<file path="src/rtl/pattern_arbiter.sv">
// Round-robin arbiter sharing one 3-bit pattern generator among N_REQ requesters.
// Each grant runs a burst of req_len patterns. The generator enable is low for at least
// one edge between bursts, so every burst restarts the generator sequence.
module pattern_arbiter #(
  parameter int unsigned N_REQ = 4,
  parameter int unsigned LEN_W = 4
) (
  input  logic                   clk,
  input  logic                   rst,
  input  logic [N_REQ-1:0]       req,
  input  logic [N_REQ*LEN_W-1:0] req_len,
  input  logic [2:0]             gen_q,
  output logic                   gen_en,
  output logic [N_REQ-1:0]       grant,
  output logic [2:0]             pat_out,
  output logic                   pat_valid,
  output logic                   done
);

  localparam int unsigned IDX_W = $clog2(N_REQ);

  localparam logic [1:0] StIdle = 2'd0;
  localparam logic [1:0] StRun  = 2'd1;
  localparam logic [1:0] StLast = 2'd2;

  logic [1:0]       state_q, state_d;
  logic [LEN_W:0]   rem_q, rem_d;
  logic [IDX_W-1:0] winner_q, winner_d;
  logic [IDX_W-1:0] rr_ptr_q, rr_ptr_d;
  logic             gen_en_q;
  logic             pat_valid_q;

  logic             pick_found;
  logic [IDX_W-1:0] pick_idx;
  logic [LEN_W-1:0] pick_len;

  // Round-robin search: first set request at or above rr_ptr, wrapping around.
  always_comb begin
    int unsigned cand;
    cand       = 0;
    pick_found = 1'b0;
    pick_idx   = '0;
    for (int unsigned i = 0; i < N_REQ; i++) begin
      cand = (32'(rr_ptr_q) + i) % N_REQ;
      if (!pick_found && req[cand]) begin
        pick_found = 1'b1;
        pick_idx   = IDX_W'(cand);
      end
    end
  end

  assign pick_len = req_len[pick_idx*LEN_W +: LEN_W];

  // Burst sequencing; requests are only sampled in idle so a running burst always completes.
  always_comb begin
    state_d  = state_q;
    rem_d    = rem_q;
    winner_d = winner_q;
    rr_ptr_d = rr_ptr_q;
    case (state_q)
      StIdle: begin
        if (pick_found) begin
          state_d  = StRun;
          winner_d = pick_idx;
          // A zero length field stands for the full 2**LEN_W burst.
          rem_d    = (pick_len == '0) ? (LEN_W+1)'(1) << LEN_W : {1'b0, pick_len};
        end
      end
      StRun: begin
        rem_d = rem_q - 1'b1;
        if (rem_q == (LEN_W+1)'(1)) begin
          state_d = StLast;
        end
      end
      StLast: begin
        state_d  = StIdle;
        rr_ptr_d = (winner_q == IDX_W'(N_REQ-1)) ? '0 : winner_q + 1'b1;
      end
      default: state_d = StIdle;
    endcase
  end

  // State registers; gen_en is a flop so the generator sees a clean enable.
  always_ff @(posedge clk or posedge rst) begin
    if (rst) begin
      state_q     <= StIdle;
      rem_q       <= '0;
      winner_q    <= '0;
      rr_ptr_q    <= '0;
      gen_en_q    <= 1'b0;
      pat_valid_q <= 1'b0;
    end else begin
      state_q     <= state_d;
      rem_q       <= rem_d;
      winner_q    <= winner_d;
      rr_ptr_q    <= rr_ptr_d;
      gen_en_q    <= (state_d == StRun);
      // Generator output lags its enable by one edge.
      pat_valid_q <= gen_en_q;
    end
  end

  // Outputs decoded from registered state; pat_out is a combinational gate on gen_q.
  always_comb begin
    grant = '0;
    if (state_q == StRun || state_q == StLast) begin
      grant = {{(N_REQ-1){1'b0}}, 1'b1} << winner_q;
    end
    gen_en    = gen_en_q;
    pat_valid = pat_valid_q;
    done      = (state_q == StLast);
    pat_out   = pat_valid_q ? gen_q : 3'b000;
  end

endmodule

</file>
<file path="config.mk">
export PLATFORM = sky130hd
export DESIGN_NAME = pattern_arbiter
export DESIGN_NICKNAME = d
export VERILOG_FILES = /design/src/rtl/pattern_arbiter.sv
export SDC_FILE = /design/constraint.sdc
export NUM_CORES = 1
export LEC_CHECK = 0
export CORE_ASPECT_RATIO = 0.6
export CORE_MARGIN = 3
export CORE_UTILIZATION = 41
export CTS_CLUSTER_DIAMETER = 120
export DETAILED_ROUTE_END_ITERATION = 10
export PLACE_DENSITY = 0.87
export SYNTH_ARGS = -nofsm -noshare
export SYNTH_HDL_FRONTEND = slang
export SYNTH_SLANG_ARGS = --single-unit
</file>
<file path="constraint.sdc">
create_clock -name clk -period 2.1 [get_ports clk]
set_input_delay 0.42 -clock clk [delete_from_list [all_inputs] [get_ports clk]]
set_output_delay 0.42 -clock clk [all_outputs]
set_load 0.01 [all_outputs]
</file>
==> results of run 1 <==
[where the power goes]
| part | internal (mW) | switching (mW) | total (mW) | leakage, nW |
|---|---|---|---|---|
| clock | 0.134 | 0.0957 | 0.230 | 0.0228 |
| sequential | 0.377 | 0.112 | 0.488 | 0.155 |
| combinational | 0.814 | 0.797 | 1.61 | 0.613 |
[area by class of cell]
type,count,area [um2],area share [%]
multi-input combinational,91,812,46.1
clock buffer,4,45.0,2.56
sequential,13,325,18.5
inverter,11,41.3,2.35
tap,30,37.5,2.13
timing repair buffer,56,499,28.4
[worst max-delay path, delay by kind of cell]
kind | cells | cell delay, ps
AOI/OAI and AO/OA | 4 | 820
buffers and inverters | 3 | 580
and+or+nand+nor | 2 | 370
[kinds of logic after synthesis]
| group | synth area share, % |
|---|---|
| AOI/OAI and AO/OA | 24.4 |
| DFF | 30.6 |
| and+or+nand+nor | 25.0 |
| muxes | 4.12 |
| buffers and inverters | 5.30 |
| adders and majority gates | 10.6 |
[placed cells by master (no fill, tap or decap), types with 2 or more instances in the layout]
cell             synthesis  final
nand3_1                  3      3
nor4_1                   3      2
ha_1                     9      9
buf_4                    0     21
o21ai_0                  7      6
clkdlybuf4s50_1          0     26
and2_1                   7      7
o21ai_1                  1      2
dfrtp_1                 13     13
nor2_1                   7      7
a211oi_2                 0      4
dlygate4sd2_1            0      6
mux2_2                   3      3
or3_1                    2      2
inv_1                   11     11
and3_1                   8      4
clkbuf_8                 0      3
nand2_1                  7      6
nor2b_4                  0      2
o21a_1                   2      2
and3_4                   1      5
[state kept, by name, summed over array words and instances (netlist names)]
register   count
state_q        2
gen_en         1
rr_ptr_q       2
winner_q       2
rem_q          5
pat_valid      1
[repair_timing]
item | in CTS | in global routing
pin swaps | 14 | 6
buffers inserted | 0 | 1
resized for setup | 28 | 10
setup endpoints to repair | 9 | 5
endpoints found under the hold margin | 0 | 0
[per-stage QoR]
stage               power, mW  hold slack, ps  cell area [um2]  worst slack, ps  utilization, %
floorplan                1.31             297             1060             43.0               -
global placement         1.81             359             1580             -401            68.5
detailed placement       1.88             387             1580             -487            68.5
CTS                      2.21             399             1720             5.02            74.4
global route             2.47             402             1760            -21.1            76.2
finish                   2.33             387             1760             36.3            76.2
[path summary, 6_finish.rpt]
check	from	to	slack, ps
max in group asynchronous	rst	winner_q[1]	1260
min in group asynchronous	rst	rem_q[3]	500
hold / removal	gen_en	pat_valid	390
hold reg to reg	gen_en	pat_valid	390
setup / recovery	req[0]	rem_q[2]	40
setup reg to reg	rr_ptr_q[1]	rem_q[2]	110
[routing by layer]
layer	GRT usage (%)	wire length [um]	vias up
met1	27.6	1490	545
met4	10.5	130	0
li1	-	-	544
met3	5.07	247	17
met5	0	0	-
met2	39.4	1660	80
==> impl_results.md, run 1 <==
- Outcome: finished clean
- Initial Utilization: 46.0%
- Vias per cell: 5.79
- Mapped Cells: 117
- CP Data Required Time: 2240 ps
- Drt total wl: 3.53 mm
- Critical Path Max Stage Delay: 350 ps
- Largest net degree at the start of global routing: 14
- Inserted Diodes: 0
- Lkg Pwr: 0.791 nW
- Remaining DRCs: 0
- Port bufs: 34
- Crit path top cell by count: buf_4
- First-pass GRT wire length: 5.52 mm
- Period utilization: 98.3%
- Nets: 210
- Worst-path cell chain: dlygate4sd2_1, buf_4, nor2b_2, o221ai_4, buf_4, and3_4, a2111oi_4, a211oi_2, o22a_1
- Achievable Freq: 485 MHz
- Hold Path Depth: 0
- Syn nets: 151
- Avg Cell Area, Syn: 9.08 um2
- Largest area contributor in the netlist: dfrtp_1
- # Max-Cap Violations: 0
- Wire per inst: 17.2 um
- Yosys cell types: 42
- Antenna viol nets, final: 0
- Die X: 71.7 um
- H-tree Lvls: 1
- Startpoint Class: input pin
- Num CTS Buffers: 3
- 1st-pass router iterations: 4
- Critical Path Sink Type: flop
- Number of global-route vias before repair: 1166
- Die height: 45.4 um
- EDFF count, synth: 0
- CTS Buffer Depth: 2
- Pwr per Cell Area: 1320 nW/um2
- CORE AREA: 2310 um2
- Measured slew at the worst slew-check pin: 599 ps
- Main synth FF type: dfrtp_1
- Hold Violations, Final: 0
- CTS Hold Buffers Added: 0
- GRT Total Usage: 22.7%
- Clock Sinks: 13
- Clk_lat worst skew: 250 ps
- Top cells by area, synth: dfrtp_1 31%, ha_1 11%, and3_1 4.7%
- Worst Skew: 4.88 ps
- Mapped cell area: 1060 um2
- DP HPWL: 2.34 mm
- Post-route insts no fill: 205
- Crit Path Max Fanout: 6
- CTS tree: yes
- Syn. warnings: 0
- Final critical-path required period: 2060 ps
- Area of the die: 3260 um2
- VDD IR max: 0.607 mV
- Async S/R FF share, synth: 100%
- Dpl cells: 200
- Clock root buffer: clkbuf_8
- GPL Wtd Cong: 0.837
- Final setup fails: 0
- Vias post-DR: 1186
- Fill cell count: 139
- IO Count: 35
- Pins Over Slew Limit: 0
- Setup TNS: 0 ps
- Crit-path slowest cell: a2111oi_4
- Max-Slew Margin vs Limit: 60.1%
- Share of the yosys chip area belonging to registers: 30.6%
- Antenna violations before repair: 0
- Grt total ovfl: 0
- Area Overhead vs Synth: 65.7%
- Synth top area share: 30.6%
- Min-delay worst type: reg2reg
- Rows: 13
- Commonest cells post-synth: 13 x dfrtp_1, 11 x inv_1, 9 x ha_1, 8 x and3_1
- Layout cell share with drive strength beyond 1: 32.6%
- CP Class: in2reg
- #FFs+latches synth: 13
- FF-to-FF path depth: 5
- Clock slew at reported path FFs: 60 ps
- Detailed router's first-iteration violation count: 85
- Top-count cell post-synth: dfrtp_1
- Critical Path AT: 2200 ps
(Power assumes the default switching activity.)
==> run 2: changes to the inputs <==
CAP_MARGIN = 5   (was unset)
GPL_ROUTABILITY_DRIVEN = 0   (was unset)
==> results of run 2 <==
The final DEF is identical to that of run 1; final timing and power are the same.
==> run 3: changes to the inputs <==
PLACE_DENSITY = unset   (was 0.87)
PLACE_DENSITY_LB_ADDON = 0.12   (was unset)
==> impl_results.md, run 3 (synthesis gave the netlist of run 1 again) <==
- Post-route insts no fill: 201 (was 205)
- Max reg flops: 5 (unchanged)
- CP Class: in2reg (unchanged)
- Most frequent cells in the layout: 26 x clkdlybuf4s50_1, 17 x buf_4, 12 x dfrtp_1 (was 26 x clkdlybuf4s50_1, 21 x buf_4, 13 x dfrtp_1)
- Hold Path Depth: 0 (unchanged)
- Switching share of power: 41.4% (was 43.1%)
- Number of global-route vias before repair: 1125 (was 1166)
- First-pass GRT wire length: 4.84 mm (was 5.52 mm)
- Vias post-DR: 1108 (was 1186)
- Grt total ovfl: 0 (unchanged)
- Pwr per Cell Area: 1280 nW/um2 (was 1320 nW/um2)
- Hold_sp: gen_en (unchanged)
- IO Count: 35 (unchanged)
- Flop pwr share: 23.5% (was 21.0%)
- Nets: 206 (was 210)
- Clock slew at reported path FFs: 60 ps (about the same)
- Startpoint Class: input pin (unchanged)
- Outcome: finished clean (unchanged)
- Initial Utilization: 46.0% (unchanged)
- Inserted Diodes: 0 (unchanged)
- Num CTS Buffers: 3 (unchanged)
- CP Data Required Time: 2250 ps (was 2240 ps)
- Detailed router's first-iteration violation count: 51 (was 85)
- Area of the die: 3260 um2 (unchanged)
- Min-delay worst type: reg2reg (unchanged)
- Clock power share: 10.6% (was 9.9%)
- Worst Hold End: pat_valid (unchanged)
- Critical Path AT: 2170 ps (was 2200 ps)
- Largest net degree at the start of global routing: 14 (unchanged)
- Hold Worst Slack: 388 ps (was 387 ps)
- CTS Hold Buffers Added: 0 (unchanged)
- Die height: 45.4 um (unchanged)
- Net Sw Power: 0.875 mW (was 1.00 mW)
- # Max-Cap Violations: 0 (unchanged)
- Layout cell share with drive strength beyond 1: 25.7% (was 32.6%)
- Drt total wl: 2.86 mm (was 3.53 mm)
- Pins Over Slew Limit: 0 (unchanged)
- FF-to-FF setup slack: 130 ps (was 110 ps)
- 1st-pass router iterations: 4 (unchanged)
- Area Overhead vs Synth: 55.7% (was 65.7%)
- Max-Slew Margin vs Limit: 66.9% (was 60.1%)
- Vias per cell: 5.51 (was 5.79)
- Clock Sinks: 13 (unchanged)
- Internal: 1.24 mW (was 1.33 mW)
- Most common library cell in the layout ignoring fill and taps: clkdlybuf4s50_1 (unchanged)
- Final setup fails: 0 (unchanged)
- Critical Path Sink Type: flop (unchanged)
- Antenna viol nets, final: 0 (unchanged)
- Achievable Freq: 497 MHz (was 485 MHz)
- CTS tree: yes (unchanged)
- Die X: 71.7 um (unchanged)
- Hold Violations, Final: 0 (unchanged)
- Measured slew at the worst slew-check pin: 496 ps (was 599 ps)
- Remaining DRCs: 0 (unchanged)
- H-tree Lvls: 1 (unchanged)
- VDD IR max: 0.473 mV (was 0.607 mV)
- CORE AREA: 2310 um2 (unchanged)
- FF-to-FF path depth: 7 (was 5)
- Lkg Pwr: 0.763 nW (was 0.791 nW)
- Period utilization: 95.9% (was 98.3%)
- Final critical-path required period: 2010 ps (was 2060 ps)
- Worst Skew: 3.40 ps (was 4.88 ps)
- Register bank with the most flops: rem_q (unchanged)
- Wire per inst: 14.2 um (was 17.2 um)
- Crit Path Max Fanout: 5 (was 6)
- DP HPWL: 2.30 mm (was 2.34 mm)
- Port bufs: 34 (unchanged)
- RR Startpoint: rr_ptr_q[0] (was rr_ptr_q[1])
- Clock root buffer: clkbuf_8 (unchanged)
- RSZ-0062 raised after global routing: no
- Final core utilization: 71.6% (was 76.2%)
- Comb pwr share: 65.9% (was 69.2%)
- Dpl cells: 197 (was 200)
- CTS Buffer Depth: 2 (unchanged)
- Clk_lat worst skew: 240 ps (was 250 ps)
- GRT Total Usage: 19.6% (was 22.7%)
- Antenna violations before repair: 0 (unchanged)
- Crit Reg-Reg Endpoint: rem_q[4] (was rem_q[2])
- Rows: 13 (unchanged)
[run 3: cell types whose count changed in the layout (fill, tap and decap cells not counted), sizes merged]
cell,change
buf,-4
clkbuf,-1
clkdlybuf4s15,+1
[run 3: power by group through the flow]
stage / clock (mW) / combinational (mW) / sequential (mW)
finish: 0.224 / 1.39 / 0.496
global route: 0.244 / 1.54 / 0.515
floorplan: 0 / 0.840 / 0.475
detailed placement: 0 / 1.35 / 0.488
global placement: 0 / 1.32 / 0.485
CTS: 0.232 / 1.39 / 0.489
[run 3: final cells by class]
cell class | instances | area (um2)
inverters | 11 | 41.3
multi-input cells | 91 | 729
clock buffers | 4 | 45.0
repair buffers | 52 | 474
fillers | 167 | 656
well taps | 30 | 37.5
flip-flops and latches | 13 | 327
[run 3: timing repair]
action                     CTS  global route
setup endpoints to repair    8             4
pin swaps                    6             1
buffers inserted             0             0
gates resized for setup     20             4
[run 3: worst max-delay path by stage]
| stage | start | end | slack [ps] |
|---|---|---|---|
| after floorplan | req[0] | rem_q[2] | 40 |
| after global placement | req[1] | rem_q[4] | -390 |
| after detailed placement | req[1] | rem_q[4] | -470 |
| after CTS | state_q[0] | grant[2] | 3 |
| after global routing | req[1] | rem_q[4] | 30 |
| final | req[2] | rem_q[4] | 90 |
[run 3: worst max-delay path, stage by stage]
cell           delay [ps]
dlygate4sd2_1         270
nor2b_2               170
or4_4                 470
buf_6                 150
and3_1                180
a211oi_2              170
o22ai_1               120
o31ai_2               220
[run 3: through the flow]
step / power, mW / setup TNS, ps / setup slack [ps] / cell area [um2]
5_1_grt: 2.30 / 0 / 25.7 / 1650
3_5_place_dp: 1.84 / -2220 / -473 / 1560
3_3_place_gp: 1.80 / -2000 / -389 / 1560
6_report: 2.11 / 0 / 86.2 / 1650
2_1_floorplan: 1.31 / 0 / 43.0 / 1060
4_1_cts: 2.11 / 0 / 3.44 / 1640
[run 3: per-layer routing]
| metal | vias up | share of wire, % | global-route usage, % | wire (um) |
|---|---|---|---|---|
| met4 | 0 | 2.0 | 11.2 | 56 |
| met2 | 48 | 42 | 31.9 | 1210 |
| met1 | 511 | 50 | 24.7 | 1420 |
| li1 | 543 | - | - | - |
| met3 | 6 | 6.3 | 3.96 | 180 |
| met5 | - | 0 | 0 | 0 |
